--- src/rtl/regfile_sequencer.sv ---
`default_nettype none
// ============================================================================
// regfile_sequencer: multi-cycle decode/writeback control for an external
// register file and ALU. Optional RFSEQ_ZERO_R0_EN hardwires R0 to zero.
// Revision: 1.0
// ============================================================================
module regfile_sequencer #(
  parameter int DATA_W      = 8,
  parameter int TIMEOUT_CYC = 16
) (
  input  logic              clk,
  input  logic              rst,
  input  logic              instr_valid,
  input  logic [7:0]        instr_data,
  output logic              instr_ready,
  output logic [1:0]        rf_rd_addr,
  output logic              rf_rs1_addr,
  output logic              rf_rs2_addr,
  output logic              rf_we,
  output logic [DATA_W-1:0] rf_wdata,
  input  logic [DATA_W-1:0] rf_rdata1,
  input  logic [DATA_W-1:0] rf_rdata2,
  output logic [2:0]        alu_op,
  output logic [DATA_W-1:0] alu_a,
  output logic [DATA_W-1:0] alu_b,
  output logic              alu_start,
  input  logic              alu_done,
  input  logic [DATA_W-1:0] alu_result,
  output logic              busy,
  output logic              halted,
  output logic              err
);

  localparam int                 c_cnt_w    = $clog2(TIMEOUT_CYC + 1);
  localparam logic [c_cnt_w-1:0] c_cnt_last = c_cnt_w'(TIMEOUT_CYC - 1);

  localparam logic [2:0] c_op_nop  = 3'd0;
  localparam logic [2:0] c_op_mov  = 3'd5;
  localparam logic [2:0] c_op_ldi  = 3'd6;
  localparam logic [2:0] c_op_halt = 3'd7;

  typedef enum logic [2:0] {
    ST_IDLE   = 3'd0,
    ST_DECODE = 3'd1,
    ST_IMM    = 3'd2,
    ST_EXEC   = 3'd3,
    ST_WB     = 3'd4,
    ST_HALTED = 3'd5
  } state_t;

  state_t               state_q, state_d;
  logic [7:0]           ir_q, ir_d;
  logic [DATA_W-1:0]    wdata_q, wdata_d;
  logic [2:0]           alu_op_q, alu_op_d;
  logic [DATA_W-1:0]    alu_a_q, alu_a_d;
  logic [DATA_W-1:0]    alu_b_q, alu_b_d;
  logic [c_cnt_w-1:0]   cnt_q, cnt_d;
  logic                 ready_q, ready_d;
  logic                 we_q, we_d;
  logic                 start_q, start_d;
  logic                 busy_q, busy_d;
  logic                 halted_q, halted_d;
  logic                 err_q, err_d;
  logic                 unused_reserved;

  always_comb begin
    state_d  = state_q;
    ir_d     = ir_q;
    wdata_d  = wdata_q;
    alu_op_d = alu_op_q;
    alu_a_d  = alu_a_q;
    alu_b_d  = alu_b_q;
    cnt_d    = cnt_q;
    err_d    = err_q;

    case (state_q)
      ST_IDLE: begin
        if (instr_valid && ready_q) begin
          ir_d    = instr_data;
          state_d = ST_DECODE;
        end
      end
      ST_DECODE: begin
        case (ir_q[7:5])
          c_op_nop:  state_d = ST_IDLE;
          c_op_halt: state_d = ST_HALTED;
          c_op_ldi:  state_d = ST_IMM;
          c_op_mov: begin
            wdata_d = rf_rdata1;
            state_d = ST_WB;
          end
          default: begin
            alu_op_d = ir_q[7:5];
            alu_a_d  = rf_rdata1;
            alu_b_d  = rf_rdata2;
            cnt_d    = '0;
            state_d  = ST_EXEC;
          end
        endcase
      end
      ST_IMM: begin
        if (instr_valid) begin
          wdata_d = DATA_W'(instr_data);
          state_d = ST_WB;
        end
      end
      ST_EXEC: begin
        // done wins over the timeout in the final allowed cycle
        if (alu_done) begin
          wdata_d = alu_result;
          cnt_d   = '0;
          state_d = ST_WB;
        end else if (cnt_q == c_cnt_last) begin
          err_d   = 1'b1;
          cnt_d   = '0;
          state_d = ST_IDLE;
        end else begin
          cnt_d = cnt_q + c_cnt_w'(1);
        end
      end
      ST_WB:     state_d = ST_IDLE;
      ST_HALTED: state_d = ST_HALTED;
      default:   state_d = ST_IDLE;
    endcase

    ready_d  = (state_d == ST_IDLE) || (state_d == ST_IMM);
    busy_d   = (state_d != ST_IDLE) && (state_d != ST_HALTED);
    halted_d = (state_d == ST_HALTED);
    start_d  = (state_d == ST_EXEC) && (state_q == ST_DECODE);
`ifdef RFSEQ_ZERO_R0_EN
    we_d     = (state_d == ST_WB) && (ir_q[4:3] != 2'd0);
`else
    we_d     = (state_d == ST_WB);
`endif
  end

  always_ff @(posedge clk) begin
    if (rst) begin
      state_q  <= ST_IDLE;
      ir_q     <= '0;
      wdata_q  <= '0;
      alu_op_q <= '0;
      alu_a_q  <= '0;
      alu_b_q  <= '0;
      cnt_q    <= '0;
      ready_q  <= 1'b1;
      we_q     <= 1'b0;
      start_q  <= 1'b0;
      busy_q   <= 1'b0;
      halted_q <= 1'b0;
      err_q    <= 1'b0;
    end else begin
      state_q  <= state_d;
      ir_q     <= ir_d;
      wdata_q  <= wdata_d;
      alu_op_q <= alu_op_d;
      alu_a_q  <= alu_a_d;
      alu_b_q  <= alu_b_d;
      cnt_q    <= cnt_d;
      ready_q  <= ready_d;
      we_q     <= we_d;
      start_q  <= start_d;
      busy_q   <= busy_d;
      halted_q <= halted_d;
      err_q    <= err_d;
    end
  end

  // strobes are masked by rst so a reset landing on WB/EXEC entry never fires them
  assign rf_we       = we_q & ~rst;
  assign alu_start   = start_q & ~rst;
  assign instr_ready = ready_q;
  assign rf_rd_addr  = ir_q[4:3];
  assign rf_rs1_addr = ir_q[2];
  assign rf_rs2_addr = ir_q[1];
  assign rf_wdata    = wdata_q;
  assign alu_op      = alu_op_q;
  assign alu_a       = alu_a_q;
  assign alu_b       = alu_b_q;
  assign busy        = busy_q;
  assign halted      = halted_q;
  assign err         = err_q;

  assign unused_reserved = ir_q[0];

endmodule
`default_nettype wire

--- config.mk ---
export PLATFORM = sky130hd
export DESIGN_NAME = regfile_sequencer
export DESIGN_NICKNAME = d
export VERILOG_FILES = /design/src/rtl/regfile_sequencer.sv
export SDC_FILE = /design/constraint.sdc
export NUM_CORES = 1
export LEC_CHECK = 0
export ABC_CLOCK_PERIOD_IN_PS = 5050
export CELL_PAD_IN_SITES_DETAIL_PLACEMENT = 0
export CELL_PAD_IN_SITES_GLOBAL_PLACEMENT = 1
export CORE_UTILIZATION = 35
export CTS_CLUSTER_DIAMETER = 80
export DETAILED_ROUTE_END_ITERATION = 7
export PLACE_DENSITY = 0.82
export SYNTH_ARGS = -nofsm -noshare
export SYNTH_HDL_FRONTEND = slang
export SYNTH_SLANG_ARGS = --single-unit
--- constraint.sdc ---
create_clock -name clk -period 5.05 [get_ports clk]
set_clock_uncertainty 0.2 [all_clocks]
set_input_delay 1.01 -clock clk [delete_from_list [all_inputs] [get_ports clk]]
set_output_delay 1.01 -clock clk [all_outputs]
set_load 0.02 [all_outputs]
After elaboration in Yosys (flattened, before gate mapping)

Index checks and enable logic that the tools add are counted.
Widths: inputs -> output; s select.

Output and inout bits: 37
Bits of input ports: 36
Register bits: 49
Logic and storage cells: 66

Multiplexer cells: 14
Eq/ne operators: 17
$add $sub $neg: 1
Reductions and logical operators: 16
Bitwise logic cells: 5

Operator list:

| operator            | count |
|---|---|
| $mux 8              | 3 |
| $pmux 8 s3          | 1 |
| $eq 3x3->1 const B  | 6 |
| $mux 5              | 3 |
| $pmux 3 s5          | 1 |
| $eq 3x2->1 const B  | 4 |
| $mux 3              | 4 |
| $pmux 3 s4          | 1 |
| $pmux 5 s2          | 1 |
| $logic_not 3->1     | 3 |
| $ne 2x2->1 const B  | 3 |
| $reduce_and 2->1    | 3 |
| $reduce_bool 3->1   | 2 |
| $add 5x1->5 const B | 1 |
| $eq 5x4->1 const B  | 1 |
| $reduce_and 4->1    | 1 |
| $reduce_or 4->1     | 1 |
| $eq 3x1->1 const B  | 1 |
| $logic_and 1x1->1   | 3 |
| $ne 3x3->1 const B  | 1 |
| $not 1->1           | 3 |
| $reduce_and 3->1    | 1 |
| $and 1x1->1         | 2 |
| $ne 2x1->1 const B  | 1 |
| 2 further kinds     | 2 |

Logic depth before layout (Yosys ltp)

Gate-level depths: netlist of the first run.

Depth after elaboration: 6
Gate-level depth with buffers: 8
Mapped depth without buffers: 6

Least setup slack after synthesis of the first run

OpenSTA, ideal clock, no wires.

Path type: in2out
Start point: input port rst
End point: output port alu_start
Buffers on the path: 1
Cell stages on the path: 2
Slack: 2.330 ns
Data required time: 3.840 ns
Arrival: 1.510 ns
Path through: clkbuf_1 > nor2b_1

Word-level cells in the longest chain between the ends: 2

RTL lines:

| what            | line | source |
|---|---|---|
| start, declared | 12   | `input logic rst,` |
| $not 1->1       | 171  | `assign alu_start = start_q & ~rst;` |
| $and 1x1->1     | 171  |  |
| end, declared   | 26   | `output logic alu_start,` |

No other way between the ends.

Worst setup path in the final report of the first run

Same ends and word-level chain as after synthesis.

==> metrics.md, run 1 <==
| Metric | Value |
|---|---|
| Seq/Total Area, Yosys | `45.26%` |
| GR Util All Layers | `15.81%` |
| Vias in the first global route | `1663` |
| DP HPWL | `3391 um` |
| CTS tree | `done` |
| Core area | `5886 um2` |
| Run status | `finished, final reports clean` |
| Most common cell in the netlist | `dfxtp_1` |
| Final Util | `50.28%` |
| First-pass GRT wire length | `7831 um` |
| Clock buffer count from CTS | `5` |
| Post-synth EDFFs | `0` |
| Mapped cell area | `2123 um2` |
| Synth Area in Compound Gates | `11.14%` |
| RSZ-0062 raised after global routing | `false` |
| R2r setup slk | `2200 ps` |
| Largest cells by area after synthesis | `dfxtp_1 45%, mux2i_1 18%, nor2_1 7.6%, o21ai_0 2.8%, nand2_1 2.8%` |
| Syn. warnings | `0` |
| Die Y-Extent | `79.89 um` |
| WL final | `4776 um` |
| LEAKAGE | `1.191 nW` |
| Final worst path period need | `3652 ps` |
| Slew Viols, Final | `0` |
| ANT nets after route | `0` |
| Area share of the largest cell type after synthesis | `45.26%` |
| CP max stage cell | `clkdlybuf4s50_1` |
| Power, Total | `0.8713 mW` |
| Worst Hold Path EP | `err` |
| Measured slew at the worst slew-check pin | `978.0 ps` |
| GPL Wtd Cong | `0.7674` |
| # hold bufs at CTS | `0` |
| Crit-path max cell delay | `620 ps` |
| Netlist cell types | `39` |
| Clock Path Buffers | `2` |
| Grt ovf | `0` |
| Mapped Cells | `235` |
| Hold Path Class | `flop to flop` |
| R2R Path Start | `state_q[0]` |
| Post-CTS sizing | `0` |
| Layout cells sized above 1 | `5.051%` |
| DR pass1 iterations | `5` |
| FP Rows | `28` |
| Fill cell count | `594` |
| Reg2Reg Depth | `5` |
| CTS clock-pin slew for the worst setup and hold paths | `90 ps` |
| DP Worst Slack | `1377 ps` |
| FF+latch count, synth | `48` |
| Number of post-CTS setup repair buffers | `0` |
| Worst-path cell chain | `clkbuf_2 -> nor2b_1 -> clkdlybuf4s50_1` |
| FF-to-FF End | `alu_a[0]` |
| Post-synthesis mux area share | `17.91%` |
| Worst hold slack | `279.3 ps` |
| Worst skew pair latency | `300 ps` |
| # port buffers | `72` |
| Peak VDD IR | `0.1628 mV` |
| Post-synthesis xor/xnor area fraction | `0.4125%` |
| Setup crit end kind | `output port` |
| Clock root cell | `clkbuf_8` |
| Die ar. | `6382 um2` |
| Final Hold Fails | `0` |
| Total negative slack | `0 ps` |
| Finish-stage setup viols | `0` |
| Layout Area Growth over Synthesis | `39.36%` |
| Register Area | `960.9 um2` |
| Critical path peak fanout | `48` |
| Synthesized Nets | `272` |
| Top Ports | `73` |
| Initial antenna violation count | `0` |
| Ys async rst share | `0%` |
| Worst setup margin | `1398 ps` |
| DRC viols | `0` |
| Final period util | `72.32%` |
| Max frequency | `0.2738 GHz` |
| Largest net degree at the start of global routing | `49` |
| Req. time, crit path | `3840 ps` |
| Critical path launch point type | `input pin` |
| Adder-cell share of the synthesized area | `0.5893%` |
| Synth area leader | `dfxtp_1` |
| Pwr dens | `294.5 nW/um2` |
| Simple-Gate Fraction of Synth Area | `19.45%` |
| Commonest cells in the netlist | `48 x dfxtp_1, 43 x nor2_1, 38 x mux2i_1, 16 x nand2_1, 12 x o21ai_0` |
| Avg Cell Area, Syn | `9.035 um2` |
| Top_reg_cell synth | `dfxtp_1` |
| DR WL/cell | `12.84 um` |
| Largest family of logic cells by synthesized area | `simple AND/OR/NAND/NOR gates` |
| N_diodes | `0` |
| Initial Utilization | `36.08%` |
| Vias per inst | `4.852` |
| H-tree depth | `2` |
| Crit Path Class | `input pin to output port` |
| Clk sinks | `48` |
| Crit path DAT | `2440 ps` |
| Worst min-delay path startpoint | `err` |
| # nets final | `333` |
| Die X | `79.89 um` |
| Total of max-cap violations | `0` |
| 1st-iter DRT viols | `64` |
| Routed vias | `1805` |
| Hold Path Stages | `2` |
| Area of the multi-input gates | `1051 um2` |
| Rel. slew slack | `34.80%` |
[state kept, by name, indices dropped and copies added (netlist names)]
register,count
instr_ready,1
state_q,3
alu_b,8
rf_wdata,8
busy,1
we_q,1
cnt_q,5
alu_a,8
err,1
halted,1
alu_op,3
ir_q,7
start_q,1
[metal layers]
metal,track usage [%],vias up,wire length (um)
met5,0,-,0
met1,19.66,816,2190
met3,6.629,6,407
met4,4.107,0,44
met2,25.04,51,2133
li1,-,932,-
[metrics by stage]
stage / cells / cell area [um2]
after floorplan: 235 / 2123
after global placement: 364 / 2844
after detailed placement: 364 / 2844
after CTS: 372 / 2959
after global routing: 372 / 2959
final: 372 / 2959
[cell usage in the layout, fill, tap and decap left out, drive strengths merged]
cell           count
clkdlybuf4s50     71
dfxtp             48
nor2              43
mux2i             38
nand2             17
o21ai             16
a21oi             11
nor2b              7
clkbuf             6
inv                5
nor3b              4
nand3              3
nand2b             2
and2               2
a31oi              2
a311oi             2
or4b               1
or3                1
and4bb             1
and3               1
xnor2              1
or4                1
o311ai             1
and3b              1
a22o               1
or2                1
nor3               1
o311a              1
o21bai             1
a31o               1
a41oi              1
a22oi              1
ha                 1
bufinv             1
clkinvlp           1
buf                1
[final cells by class]
class | count | area share (%)
inverter | 4 | 0.5074
clock buffer | 5 | 2.326
sequential | 48 | 32.47
tap | 75 | 3.171
clock inverter | 3 | 1.564
timing repair buffer | 73 | 24.44
multi-input combinational | 164 | 35.52
[report_power, final]
group | leakage (nW) | switching [mW] | internal, mW
combinational | 0.747 | 0.0786 | 0.0892
clock | 0.0548 | 0.135 | 0.149
sequential | 0.389 | 0.0217 | 0.398
[logic make-up (layout without fill, tap and decap cells)]
group	count (synthesis)	in the layout
xor+xnor	1	1
flops	48	48
buf+inv	23	85
compound gates	38	38
mux	38	38
simple gates	86	86
fa+ha+maj	1	1
[critical path, delay by kind of cell]
family	cells	cell delay (ps)
buffers and inverters	2	1150
and+or+nand+nor	1	270
[worst max-delay path by stage]
stage / from / to / cells past startpoint
2_1_floorplan: rst / alu_start / 2
3_5_place_dp: rst / alu_start / 3
4_1_cts: rst / alu_start / 3
6_report: rst / alu_start / 3
3_3_place_gp: rst / rf_we / 3
5_1_grt: rst / rf_we / 3
No activity file was read; power rests on OpenSTA's default activity.
==> run 2, diff against run 1 <==
ABC_CLOCK_PERIOD_IN_PS = 2950   (was 5050)
CORE_UTILIZATION = 30   (was 35)
PLACE_DENSITY = 0.74   (was 0.82)
clock period = 2.95 ns   (was 5.05 ns; I/O delays follow)
==> run 2 against run 1 <==
Against the previous run:
- via count is 0.89% higher
- power increased by 73%
- clock power is 73% higher
- die area grew 16%
- core utilization down 6.2 points
- design area is 1.6% higher
- wire length is 6.3% higher
- critical path depth stayed put
- flip-flop and latch count unchanged
- count of clock-buffer cells in the layout is the same
- highest routed layer unchanged
==> metrics.md, run 2 (synthesis results as in run 1) <==
| Metric | Value |
|---|---|
| Total of max-cap violations | `0 (unchanged)` |
| Worst skew pair latency | `300 ps (about the same)` |
| # nets final | `336 (+0.90%)` |
| Die Y-Extent | `86.13 um (+7.8%)` |
| Crit-path max cell delay | `610 ps (about the same)` |
| Non-filler cells, final | `396 (+6.5%)` |
| Worst hold slack | `280.6 ps (+1.291 ps)` |
| First-pass GRT wire length | `7928 um (+1.2%)` |
| Finish-stage setup viols | `0 (unchanged)` |
| Initial antenna violation count | `0 (unchanged)` |
| Clock power frac | `32.7% (about the same)` |
| CP max stage cell | `clkdlybuf4s50_1` |
| Setup crit end kind | `output port` |
| Flop pwr share | `47.0% (-1.1 points)` |
| DR WL/cell | `12.82 um (-0.16%)` |
| RSZ-0062 raised after global routing | `false` |
| GR Util All Layers | `13.99% (-1.8 points)` |
| 1st-iter DRT viols | `91 (+42%)` |
| Crit Path Class | `input pin to output port` |
| Largest net degree at the start of global routing | `32 (-35%)` |
| Layout cells sized above 1 | `6.000% (+0.95 points)` |
| Final Hold Fails | `0 (unchanged)` |
| Routed vias | `1821 (+0.89%)` |
| Hold Path Class | `flop to flop` |
| CTS tree | `done` |
| Critical path peak fanout | `18 (-63%)` |
| Total negative slack | `0 ps (unchanged)` |
| Clock root cell | `clkbuf_8` |
| Sw Ratio | `27.28% (+0.28 points)` |
| Die ar. | `7418 um2 (+16%)` |
| Commonest non-fill, non-tap cells in the layout | `71 x clkdlybuf4s50_1, 48 x dfxtp_1, 43 x nor2_1` |
| H-tree depth | `2 (unchanged)` |
| CTS clock-pin slew for the worst setup and hold paths | `90 ps (about the same)` |
| Clock buffer count from CTS | `5 (unchanged)` |
| WL final | `5076 um (+6.3%)` |
| Layout Area Growth over Synthesis | `41.66%` |
| DR pass1 iterations | `5 (unchanged)` |
| Most common cell after layout, fill and taps aside | `clkdlybuf4s50_1` |
| Clock Path Buffers | `2 (unchanged)` |
| Peak VDD IR | `0.2264 mV (+39%)` |
| Req. time, crit path | `2160 ps (-1680 ps)` |
| Placed insts | `388 (+6.6%)` |
| Clk sinks | `48 (unchanged)` |
| Measured slew at the worst slew-check pin | `558.4 ps (-419.6 ps)` |
| Core area | `6832 um2 (+16%)` |
| Worst-path cell chain | `buf_2 -> nor2b_1 -> clkdlybuf4s50_1` |
| Run status | `finished, final reports clean` |
| # hold bufs at CTS | `0 (unchanged)` |
| N_diodes | `0 (unchanged)` |
| P_sw | `0.4105 mW (+74%)` |
| Post-CTS sizing | `0 (unchanged)` |
| Crit path DAT | `1540 ps (-900 ps)` |
| GPL Wtd Cong | `0.8213 (+7.0%)` |
| DRC viols | `0 (unchanged)` |
| Rel. slew slack | `62.77% (+28 points)` |
| Vias per inst | `4.598 (-5.2%)` |
| Slew Viols, Final | `0 (unchanged)` |
| Initial Utilization | `31.08% (-5.0 points)` |
| FP Rows | `30 (+7.1%)` |
| Top Ports | `73 (unchanged)` |
| Grt ovf | `0 (unchanged)` |
| # port buffers | `72 (unchanged)` |
| Final worst path period need | `2334 ps` |
| Critical path launch point type | `input pin` |
| LEAKAGE | `1.206 nW (+1.2%)` |
| Power Internal | `1.094 mW (+72%)` |
| ANT nets after route | `0 (unchanged)` |
| Pwr dens | `500.2 nW/um2 (+70%)` |
| Gate power share | `20.3% (+1.0 points)` |
| Post-Layout Inst Area | `3008 um2 (+1.6%)` |
| Vias in the first global route | `1561 (-6.1%)` |
| Final period util | `79.13%` |
| Max frequency | `0.4284 GHz` |
| DP HPWL | `3644 um (+7.5%)` |
| Number of post-CTS setup repair buffers | `0 (unchanged)` |
| Final Util | `44.03% (-6.2 points)` |
| Die X | `86.13 um (+7.8%)` |
| DP Area | `2893 um2 (+1.7%)` |
## run 2: cell count changes in the layout (fill, tap and decap cells not counted)
cell      change
clkbuf_2      -1
buf_2         +1
buf_4         +3
## run 2: critical path: cells and delay by family
| family | cells | cell delay [ps] |
|---|---|---|
| buf+inv | 2 | 820 |
| simple gates | 1 | 140 |
## run 2: layout make-up
| class | count | area (um2) |
|---|---|---|
| Fill cell | 710 | 3824 |
| Multi-Input combinational cell | 164 | 1051 |
| Sequential cell | 48 | 960.9 |
| Timing Repair Buffer | 76 | 745.7 |
| Tap cell | 96 | 120.1 |
| Clock buffer | 5 | 68.82 |
| Clock inverter | 3 | 46.29 |
| Inverter | 4 | 15.01 |
## run 2: routing by layer
metal	track usage (%)	vias up	routed length [um]	share of wire [%]
met5	0	-	0	0
met4	4.697	0	59	1.2
met3	3.754	6	299	5.9
met2	21.07	60	2312	46
met1	19.26	823	2404	47
li1	-	932	-	-
## run 2: path summary, 6_finish.rpt
kind	cells after the start	from	end	slack, ps
hold reg to reg	2	alu_op[2]	alu_op[2]	280
setup reg to reg	5	ir_q[5]	rf_wdata[4]	790
hold / removal	2	alu_op[2]	alu_op[2]	280
setup / recovery	3	rst	alu_start	620
## run 2: stage by stage
step | setup WS (ps) | total power [mW]
2_1_floorplan | 1014 | 0.9037
3_3_place_gp | 541.8 | 1.029
3_5_place_dp | 513.5 | 1.031
4_1_cts | 601.5 | 1.527
5_1_grt | 531.8 | 1.586
6_report | 615.7 | 1.505
## run 2: power by group through the flow
| stage | clock network [mW] | registers (mW) | logic, mW |
|---|---|---|---|
| 3_3_place_gp | 0 | 0.723 | 0.306 |
| 2_1_floorplan | 0 | 0.739 | 0.164 |
| 4_1_cts | 0.510 | 0.708 | 0.309 |
| 6_report | 0.492 | 0.708 | 0.305 |
| 3_5_place_dp | 0 | 0.722 | 0.308 |
| 5_1_grt | 0.543 | 0.714 | 0.330 |
